<file path="src/rtl/adc_lvds_tx_emulator_if.sv">
// Parallel-side handshake plus serial lane/frame outputs of adc_lvds_tx_emulator.
// The master drives controls and samples. The slave, which is the emulator, drives the lanes.
interface adc_lvds_tx_emulator_if #(
    parameter int D = 16
);
    logic         enable;
    logic [1:0]   mode;
    logic [D-1:0] pattern;
    logic [D-1:0] sample_in;
    logic         sample_valid;
    logic         sample_ready;
    logic [1:0]   lane_rise;
    logic [1:0]   lane_fall;
    logic         frame_rise;
    logic         frame_fall;
    logic         word_start;
    logic         in_sync;
    logic         underflow;

    modport master (
        output enable, mode, pattern, sample_in, sample_valid,
        input  sample_ready, lane_rise, lane_fall, frame_rise, frame_fall,
               word_start, in_sync, underflow
    );

    modport slave (
        input  enable, mode, pattern, sample_in, sample_valid,
        output sample_ready, lane_rise, lane_fall, frame_rise, frame_fall,
               word_start, in_sync, underflow
    );
endinterface

</file>
<file path="src/rtl/adc_lvds_tx_emulator.sv">
// Two-lane DDR LVDS ADC output emulator: emits SYNC training words, then data, pattern, ramp or PRBS words.
// Define ADC_TX_PRBS_EN to build the PRBS9 source for mode 3. Without it, mode 3 repeats the fixed pattern.
module adc_lvds_tx_emulator #(
    parameter int D          = 16,
    parameter int S          = 8,
    parameter int SYNC_WORDS = 16
) (
    input  logic                     i_ref_clk,
    input  logic                     i_ref_rst_n,
    adc_lvds_tx_emulator_if.slave    bus
);
    localparam int KW = (S > 2) ? $clog2(S / 2) : 1;
    localparam int CW = (SYNC_WORDS > 1) ? $clog2(SYNC_WORDS) : 1;
    localparam logic [KW-1:0] K_LAST   = KW'(S / 2 - 1);
    localparam logic [CW-1:0] CNT_LAST = CW'(SYNC_WORDS - 1);
    localparam logic [D-1:0]  TRAIN    = {S{2'b10}};
    localparam logic [S-1:0]  FRAME    = {{(S / 2){1'b1}}, {(S / 2){1'b0}}};

    typedef enum logic [1:0] {IDLE, SYNC, RUN} state_t;

    state_t        r_state, w_state_nx;
    logic [KW-1:0] r_k, w_k_nx;
    logic [CW-1:0] r_cnt, w_cnt_nx;
    logic [D-1:0]  r_word, w_word_nx;
    logic [S-1:0]  r_frame, w_frame_nx;
    logic [D-1:0]  r_ramp, w_ramp_nx, w_ramp_cur;
    logic          r_stop, w_stop_nx;
    logic          r_underflow, w_uflow_nx;
    logic          w_ready_nx;
    logic [1:0]    r_lane_rise, r_lane_fall;
    logic          r_frame_rise, r_frame_fall, r_word_start, r_in_sync, r_sample_ready;

    assign w_ramp_cur = (r_state == SYNC) ? '0 : r_ramp;

`ifdef ADC_TX_PRBS_EN
    logic [8:0]   r_prbs, w_prbs_nx, w_prbs_cur, w_prbs_adv;
    logic [D-1:0] w_prbs_word;

    assign w_prbs_cur = (r_state == SYNC) ? 9'h1FF : r_prbs;

    // Step x^9+x^5+1 D times; the first generated bit ends up in the MSB.
    always_comb begin
        w_prbs_adv  = w_prbs_cur;
        w_prbs_word = '0;
        for (int i = 0; i < D; i++) begin
            w_prbs_word = {w_prbs_word[D-2:0], w_prbs_adv[8] ^ w_prbs_adv[4]};
            w_prbs_adv  = {w_prbs_adv[7:0], w_prbs_adv[8] ^ w_prbs_adv[4]};
        end
    end
`endif

    // r_word and r_frame are shift registers. The bit pair for the current phase always sits at the top of each lane.
    always_comb begin
        w_state_nx = r_state;
        w_k_nx     = r_k;
        w_cnt_nx   = r_cnt;
        w_stop_nx  = r_stop;
        w_ramp_nx  = r_ramp;
        w_uflow_nx = r_underflow;
        w_word_nx  = r_word;
        w_frame_nx = r_frame;
`ifdef ADC_TX_PRBS_EN
        w_prbs_nx  = r_prbs;
`endif
        if (r_state == IDLE) begin
            w_k_nx    = '0;
            w_cnt_nx  = '0;
            w_stop_nx = 1'b0;
            if (bus.enable) begin
                w_state_nx = SYNC;
                w_word_nx  = TRAIN;
                w_frame_nx = FRAME;
            end
        end else begin
            w_stop_nx  = r_stop | ~bus.enable;
            w_word_nx  = {r_word[D-1:S] << 2, r_word[S-1:0] << 2};
            w_frame_nx = r_frame << 2;
            w_k_nx     = (r_k == K_LAST) ? '0 : r_k + 1'b1;
            if (r_k == K_LAST) begin
                w_frame_nx = FRAME;
                if (w_stop_nx) begin
                    w_state_nx = IDLE;
                end else if (r_state == SYNC && r_cnt != CNT_LAST) begin
                    w_cnt_nx  = r_cnt + 1'b1;
                    w_word_nx = TRAIN;
                end else begin
                    w_state_nx = RUN;
                    w_ramp_nx  = w_ramp_cur;
`ifdef ADC_TX_PRBS_EN
                    w_prbs_nx  = w_prbs_cur;
`endif
                    case (bus.mode)
                        2'd0: begin
                            if (r_sample_ready && bus.sample_valid) begin
                                w_word_nx = bus.sample_in;
                            end else begin
                                w_word_nx  = '0;
                                w_uflow_nx = 1'b1;
                            end
                        end
                        2'd2: begin
                            w_word_nx = w_ramp_cur;
                            w_ramp_nx = w_ramp_cur + 1'b1;
                        end
`ifdef ADC_TX_PRBS_EN
                        2'd3: begin
                            w_word_nx = w_prbs_word;
                            w_prbs_nx = w_prbs_adv;
                        end
`endif
                        default: w_word_nx = bus.pattern;
                    endcase
                end
            end
        end
        w_ready_nx = (w_state_nx == RUN) && (w_k_nx == K_LAST) &&
                     (bus.mode == 2'd0) && !w_stop_nx;
    end

    always_ff @(posedge i_ref_clk or negedge i_ref_rst_n) begin
        if (!i_ref_rst_n) begin
            r_state        <= IDLE;
            r_k            <= '0;
            r_cnt          <= '0;
            r_stop         <= 1'b0;
            r_word         <= '0;
            r_frame        <= '0;
            r_ramp         <= '0;
            r_underflow    <= 1'b0;
            r_lane_rise    <= '0;
            r_lane_fall    <= '0;
            r_frame_rise   <= 1'b0;
            r_frame_fall   <= 1'b0;
            r_word_start   <= 1'b0;
            r_in_sync      <= 1'b0;
            r_sample_ready <= 1'b0;
`ifdef ADC_TX_PRBS_EN
            r_prbs         <= 9'h1FF;
`endif
        end else begin
            r_state        <= w_state_nx;
            r_k            <= w_k_nx;
            r_cnt          <= w_cnt_nx;
            r_stop         <= w_stop_nx;
            r_word         <= w_word_nx;
            r_frame        <= w_frame_nx;
            r_ramp         <= w_ramp_nx;
            r_underflow    <= w_uflow_nx;
            r_in_sync      <= (w_state_nx == RUN);
            r_sample_ready <= w_ready_nx;
`ifdef ADC_TX_PRBS_EN
            r_prbs         <= w_prbs_nx;
`endif
            if (w_state_nx == IDLE) begin
                r_lane_rise  <= '0;
                r_lane_fall  <= '0;
                r_frame_rise <= 1'b0;
                r_frame_fall <= 1'b0;
                r_word_start <= 1'b0;
            end else begin
                r_lane_rise  <= {w_word_nx[D-1], w_word_nx[S-1]};
                r_lane_fall  <= {w_word_nx[D-2], w_word_nx[S-2]};
                r_frame_rise <= w_frame_nx[S-1];
                r_frame_fall <= w_frame_nx[S-2];
                r_word_start <= (w_k_nx == '0);
            end
        end
    end

    assign bus.lane_rise    = r_lane_rise;
    assign bus.lane_fall    = r_lane_fall;
    assign bus.frame_rise   = r_frame_rise;
    assign bus.frame_fall   = r_frame_fall;
    assign bus.word_start   = r_word_start;
    assign bus.in_sync      = r_in_sync;
    assign bus.sample_ready = r_sample_ready;
    assign bus.underflow    = r_underflow;
endmodule

</file>
<file path="src/flat_wrapper.sv">
// flat-port wrapper written by rule: the top's interface ports become plain ports
module adc_lvds_tx_emulator_flat 
#(
    parameter int D          = 16,
    parameter int S          = 8,
    parameter int SYNC_WORDS = 16
)
  (i_ref_clk, i_ref_rst_n, bus_enable, bus_mode, bus_pattern, bus_sample_in, bus_sample_valid, bus_sample_ready, bus_lane_rise, bus_lane_fall, bus_frame_rise, bus_frame_fall, bus_word_start, bus_in_sync, bus_underflow);
  adc_lvds_tx_emulator_if #(.D(D)) bus_i ();
  input  logic i_ref_clk;
  input  logic i_ref_rst_n;
  input wire logic [$bits(bus_i.enable)-1:0] bus_enable;
  input wire logic [$bits(bus_i.mode)-1:0] bus_mode;
  input wire logic [$bits(bus_i.pattern)-1:0] bus_pattern;
  input wire logic [$bits(bus_i.sample_in)-1:0] bus_sample_in;
  input wire logic [$bits(bus_i.sample_valid)-1:0] bus_sample_valid;
  output wire logic [$bits(bus_i.sample_ready)-1:0] bus_sample_ready;
  output wire logic [$bits(bus_i.lane_rise)-1:0] bus_lane_rise;
  output wire logic [$bits(bus_i.lane_fall)-1:0] bus_lane_fall;
  output wire logic [$bits(bus_i.frame_rise)-1:0] bus_frame_rise;
  output wire logic [$bits(bus_i.frame_fall)-1:0] bus_frame_fall;
  output wire logic [$bits(bus_i.word_start)-1:0] bus_word_start;
  output wire logic [$bits(bus_i.in_sync)-1:0] bus_in_sync;
  output wire logic [$bits(bus_i.underflow)-1:0] bus_underflow;
  assign bus_i.enable = bus_enable;
  assign bus_i.mode = bus_mode;
  assign bus_i.pattern = bus_pattern;
  assign bus_i.sample_in = bus_sample_in;
  assign bus_i.sample_valid = bus_sample_valid;
  assign bus_sample_ready = bus_i.sample_ready;
  assign bus_lane_rise = bus_i.lane_rise;
  assign bus_lane_fall = bus_i.lane_fall;
  assign bus_frame_rise = bus_i.frame_rise;
  assign bus_frame_fall = bus_i.frame_fall;
  assign bus_word_start = bus_i.word_start;
  assign bus_in_sync = bus_i.in_sync;
  assign bus_underflow = bus_i.underflow;
  adc_lvds_tx_emulator #(.D(D), .S(S), .SYNC_WORDS(SYNC_WORDS)) u_core (.i_ref_clk(i_ref_clk), .i_ref_rst_n(i_ref_rst_n), .bus(bus_i));
endmodule
</file>
<file path="config.mk">
export PLATFORM = sky130hd
export DESIGN_NAME = adc_lvds_tx_emulator_flat
export DESIGN_NICKNAME = d
export VERILOG_FILES = /design/src/rtl/adc_lvds_tx_emulator_if.sv /design/src/rtl/adc_lvds_tx_emulator.sv /design/src/flat_wrapper.sv
export SDC_FILE = /design/constraint.sdc
export NUM_CORES = 1
export LEC_CHECK = 0
export BUFFER_PORTS_ARGS = -buffer_cell sky130_fd_sc_hd__buf_2
export CORE_MARGIN = 8
export CORE_UTILIZATION = 59
export CTS_CLUSTER_SIZE = 28
export DETAILED_ROUTE_END_ITERATION = 12
export PLACE_DENSITY = 0.92
export SYNTH_ARGS = -nofsm -noshare
export SYNTH_HDL_FRONTEND = slang
export SYNTH_SLANG_ARGS = --single-unit
</file>
<file path="constraint.sdc">
create_clock -name i_ref_clk -period 4.4 [get_ports i_ref_clk]
set_clock_uncertainty 0.2 [all_clocks]
set_input_delay 0.22 -clock i_ref_clk [delete_from_list [all_inputs] [get_ports i_ref_clk]]
set_output_delay 0.22 -clock i_ref_clk [all_outputs]
set_load 0.02 [all_outputs]
</file>
### Yosys cells after proc, flatten, opt, wreduce, memory -nomap -nowiden

Index checks and enable logic that the tools add are counted.

| word-level totals | value |
|---|---|
| bits in registers | 59 |
| latch bits | 0 |
| bits in writable memories | 0 |
| bits in read-only memories | 0 |
| input port bits | 38 |
| output and inout port bits | 10 |
| word-level logic and storage cells | 78 |
| memories | 0 |

| cells by class | value |
|---|---|
| add/sub/neg operators | 3 |
| multipliers | 0 |
| div/mod/pow operators | 0 |
| $lt $le $gt $ge | 0 |
| equal/unequal tests | 8 |
| shifts and indexed selects | 0 |
| mux-type cells | 29 |
| bitwise operators | 6 |
| reduce and logical (&&, ||, !) cells | 15 |

Operators by type and width:

| operator | count |
|---|---|
| 16-bit 2-to-1 mux | 8 |
| 16-bit case mux with 2 select lines | 1 |
| 8-bit 2-to-1 mux | 3 |
| 2-bit 2-to-1 mux | 9 |
| 16-bit by 1-bit adder with 16-bit output (second input constant) | 1 |
| 4-bit 2-to-1 mux | 4 |
| 2-bit == test (second input constant) | 4 |
| 2-bit zero test | 4 |
| 6-bit AND reduction | 1 |
| 1-bit logical AND | 5 |
| 1-bit NOT | 5 |
| 4-bit by 1-bit adder with 4-bit output (second input constant) | 1 |
| 1-bit 2-to-1 mux | 4 |
| 4-bit inequality test (second input constant) | 1 |
| 4-bit AND reduction | 1 |
| 2-bit nonzero test | 2 |
| 3-bit AND reduction | 1 |
| 2-bit by 1-bit adder with 2-bit output (second input constant) | 1 |
| 2-bit by 1-bit == test with 1-bit output (second input constant) | 1 |
| 2-bit by 1-bit inequality test with 1-bit output (second input constant) | 1 |
| 2-bit inequality test (second input constant) | 1 |
| 1-bit zero test | 1 |
| 1-bit bitwise OR | 1 |

### Logic depth before layout (Yosys ltp)

| depth | value |
|---|---|
| word-level depth | 10 |
| mapped depth | 8 |
| depth with buffers taken out | 6 |

### Least setup slack after synthesis

No wires, ideal clock.

| timing path | value |
|---|---|
| kind | reg-to-reg |
| start | register u_core.r_state[1] |
| end | register u_core.r_ramp[14] |
| library setup time | 124 ps |
| data arrival time | 1591 ps |
| required time | 4076 ps |
| path slack | 2485 ps |
| cell stages (with the launch flop) | 9 |
| path buffers | 2 |
| period minus slack after synthesis | 1915 ps |
| cells stage by stage | dfrtp_1 > buf_4 > nand2b_1 > buf_4 > and2_1 > ha_1 > nor4b_4 > nand4_1 > xor2_1 |

| between the ends | value |
|---|---|
| word-level cells in the longest chain between the ends | 4 |
| elaborated cells between the ends (all ways) | 9 |
| classes of those cells | add/sub (1); eq/ne (1); mux (2); bitwise (2); reduce/logical (3) |

RTL lines:

| what | RTL line | source |
|---|---|---|
| from (decl) | adc_lvds_tx_emulator.sv:21 | `state_t r_state, w_state_nx;` |
| from (signal assigned) | adc_lvds_tx_emulator.sv:141 | `r_state <= w_state_nx;` |
| 2-bit by 1-bit == test with 1-bit output | adc_lvds_tx_emulator.sv:33, adc_lvds_tx_emulator.sv:83 |  |
| 16-bit 2-to-1 mux / 1-bit logical AND (equally long branches) | adc_lvds_tx_emulator.sv:33, adc_lvds_tx_emulator.sv:83 |  |
| 16-bit by 1-bit adder with 16-bit output / 1-bit NOT (equally long branches) | -- |  |
| 16-bit 2-to-1 mux / 4-bit AND reduction (equally long branches) | -- |  |
| to (signal assigned) | adc_lvds_tx_emulator.sv:147 | `r_ramp <= w_ramp_nx;` |
| to (decl) | adc_lvds_tx_emulator.sv:26 | `logic [D-1:0] r_ramp, w_ramp_nx, w_ramp_cur;` |

Several ways; a longest one is shown, not always the timed one.
A chain may end at the register's enable or synchronous reset.

### Worst setup path after layout

| timing path | value |
|---|---|
| start | register u_core.r_k[0] |
| end | register u_core.r_ramp[1] |

| between the ends | value |
|---|---|
| word-level cells in the longest chain between the ends | 2 |

RTL lines:

| what | RTL line | source |
|---|---|---|
| from (decl) | adc_lvds_tx_emulator.sv:22 | `logic [KW-1:0] r_k, w_k_nx;` |
| from (signal assigned) | adc_lvds_tx_emulator.sv:142 | `r_k <= w_k_nx;` |
| 2-bit == test | adc_lvds_tx_emulator.sv:79 | `if (r_k == K_LAST) begin` |
| 4-bit AND reduction (no source line) | -- |  |

Every way passes these cells.

==> run metrics <==
initial antenna violation count 0; dpl hpwl 4880 um; H-Tree Level Count 2; first-pass GRT wire length about 11,000 um; Placed Cells incl. Taps around 350; outcome completed; CTS Buf Count 5; I/O pin cnt 48; cell taking the most area after synthesis dfrtp_1; number of global-route vias before repair roughly 2,300; FF-to-FF setup slack 1920 ps; die span in x between 80 and 90 um; Mapped Cells 264; Routed WL 6870 um; Pleak 1.38 nW; Post CTS Setup Buffer Count 0; clock latency on the worst-skew pair 320 ps; Mean Syn Cell Area slightly above 10 um2; CP max FO 14; fin area between 2000 and 3000 um2; DP Area 2870 um2; cell with the most instances after synthesis dfrtp_1; WL/cell just under 20 um; maximum VDD drop 224 uV; Max Clk Rate 0.403 GHz; TritonRoute pass-1 iters 7; initial core utilization 61.2%; most instantiated cells after synthesis dfrtp_1 (52), nand2_1 (28), nor2_1 (17); post-synth top area share 48.8%; Antenna Cells 0; 1st-iter DRT viols 289; syn_nets 306; Post-synth ARST share 100%; yosys warns 0; WP data required 4400 ps; Final Slew Violations 0; total negative slack 0 ps; DRC viols 0; post-synth cell types 54; CP startpoint kind flop; r2r worst-path depth 5; Crit. End Element flop; Fillers 321; routability cong. between 0.9 and 1; Final Setup Violations 0; crit path cell chain ha_1 -> nand3b_4 -> a211oi_2 -> o21ai_0 -> a32o_1; Root Buffer clkbuf_8; Die ar. 6930 um2; Setup CP Type reg2reg; period utilization a little under three fifths; PwrDens 473 nW/um2; fin nets 344; Max-cap violations 0; Chip Height 83.2 um; critical path's top delay family compound AO/OA/AOI/OAI gates; unrepaired setup endpoints after global routing false; CTS tree yes; minimum clock period 2480 ps; vias 2,365; row count 24; Layout Cells excl Fill 355; layout cell share with drive strength beyond 1 21.5%; PortBufs 47; worst-case hold slack 28.8 ps; critical path depth 5; HP Class in2reg; post-synthesis sequential area ratio 48.8%; Final Hold Viols 0; Slew @ Worst Pin roughly 1100 ps; Area Overhead vs Synth 12.3%; largest net degree at the start of global routing 53; Yosys reg bits 52; cell area after synthesis 2670 um2; post-route ant nets 0; sum of buffers and inverters on the critical path 0; GRT Util Overall 19.8%; Hold Path Cell Cnt 3; Synth Flop Type dfrtp_1; Synth area leaders dfrtp_1 (49%), nand2_1 (3.9%), xor2_1 (3.6%), a222oi_1 (3.0%), nor2_1 (2.4%); Max-slew headroom about a quarter; CTS Sinks 52; CTS Buffer Depth 2; Core Box Area between 4000 and 5000 um2; CP max-delay cell a211oi_2; total gr overflow 0; CTS clk-pin slew, worst paths about 90 ps; CP Data Arrival Time roughly 2500 ps; Post-synth EDFFs 0; biggest cell delay along the critical path 790 ps; Via density 6.66
==> area by class of cell <==
type	instances	area, um2	area share, %
Multi-Input combinational cell	193	1260	42.1
Clock buffer	5	68.8	2.30
Clock inverter	3	42.5	1.42
Timing Repair Buffer	49	253	8.44
Sequential cell	52	1300	43.4
Inverter	1	3.75	0.125
Tap cell	52	65.1	2.17
==> flip-flops by register name, indices dropped and copies added (netlist names), 2 cells and up <==
signal,count
u_core.bus.lane_fall,2
u_core.bus.lane_rise,2
u_core.r_cnt,4
u_core.r_frame,3
u_core.r_k,2
u_core.r_ramp,16
u_core.r_state,2
u_core.r_word,14
==> worst register-to-register path: stages, from the launching register on <==
cell	delay (ps)
dfrtp_1	360
ha_1	360
nand3b_4	180
a211oi_2	790
o21ai_0	230
a32o_1	260
==> path summary, 6_finish.rpt <==
path / start / end
worst max-delay path: u_core.r_k[0]$_DFF_PN0_ / u_core.r_ramp[1]$_DFFE_PN0P_
worst min-delay path: bus_sample_valid / u_core.bus.underflow$_DFFE_PN0P_
worst max register to register: u_core.r_k[0]$_DFF_PN0_ / u_core.r_ramp[1]$_DFFE_PN0P_
worst min register to register: u_core.bus.underflow$_DFFE_PN0P_ / u_core.bus.underflow$_DFFE_PN0P_
max in group asynchronous: i_ref_rst_n / u_core.r_k[0]$_DFF_PN0_
min in group asynchronous: i_ref_rst_n / u_core.r_ramp[12]$_DFFE_PN0P_
==> where the power goes <==
part | leakage [nW] | switching [mW] | internal [mW]
logic | 0.636 | 0.284 | 0.164
clock network | 0.0541 | 0.161 | 0.168
registers | 0.690 | 0.0622 | 0.576
==> layout by cell type (no fill, tap or decap), types with 4 or more instances in the layout <==
| master | synthesis | layout |
|---|---|---|
| a21oi_1 | 12 | 12 |
| a222oi_1 | 8 | 8 |
| a22oi_1 | 5 | 5 |
| a31oi_1 | 6 | 6 |
| and2_1 | 6 | 6 |
| and3_1 | 9 | 9 |
| buf_2 | 6 | 47 |
| clkbuf_8 | 0 | 5 |
| dfrtp_1 | 52 | 52 |
| ha_1 | 4 | 4 |
| nand2_1 | 28 | 28 |
| nand3_1 | 11 | 11 |
| nand4_1 | 7 | 7 |
| nor2_1 | 17 | 17 |
| nor2b_1 | 5 | 5 |
| nor3_1 | 7 | 7 |
| o21ai_0 | 12 | 12 |
| o22ai_1 | 4 | 4 |
| xor2_1 | 11 | 11 |
==> kinds of logic after synthesis <==
family          Yosys count  synth area share (%)
xor+xnor                 13                  4.27
simple gates            106                  22.0
fa+ha+maj                 4                  1.88
mux                       1                 0.375
buf+inv                  19                  4.13
flops                    52                  48.8
compound gates           69                  18.5
==> per-stage QoR <==
step	util (%)	setup slack, ps	power, mW
2_1_floorplan	-	2490	0.976
3_3_place_gp	66.0	2100	1.07
3_5_place_dp	66.0	2000	1.09
4_1_cts	68.8	1980	1.42
5_1_grt	68.8	1760	1.50
6_report	68.8	1920	1.42
==> metal layers <==
layer,GRT usage [%],vias to the layer above,wire length (um)
met1,24.7,1146,2730
met2,32.0,143,3340
met5,0,-,0
li1,-,1055,-
met4,7.67,0,182
met3,4.79,21,615
==> what timing repair did <==
item                                   in CTS  in global routing
hold buffers                                1                  0
endpoints found under the hold margin      52                  0
resized for setup                           0                  0
Note: power is estimated with default switching activity, not from simulation.
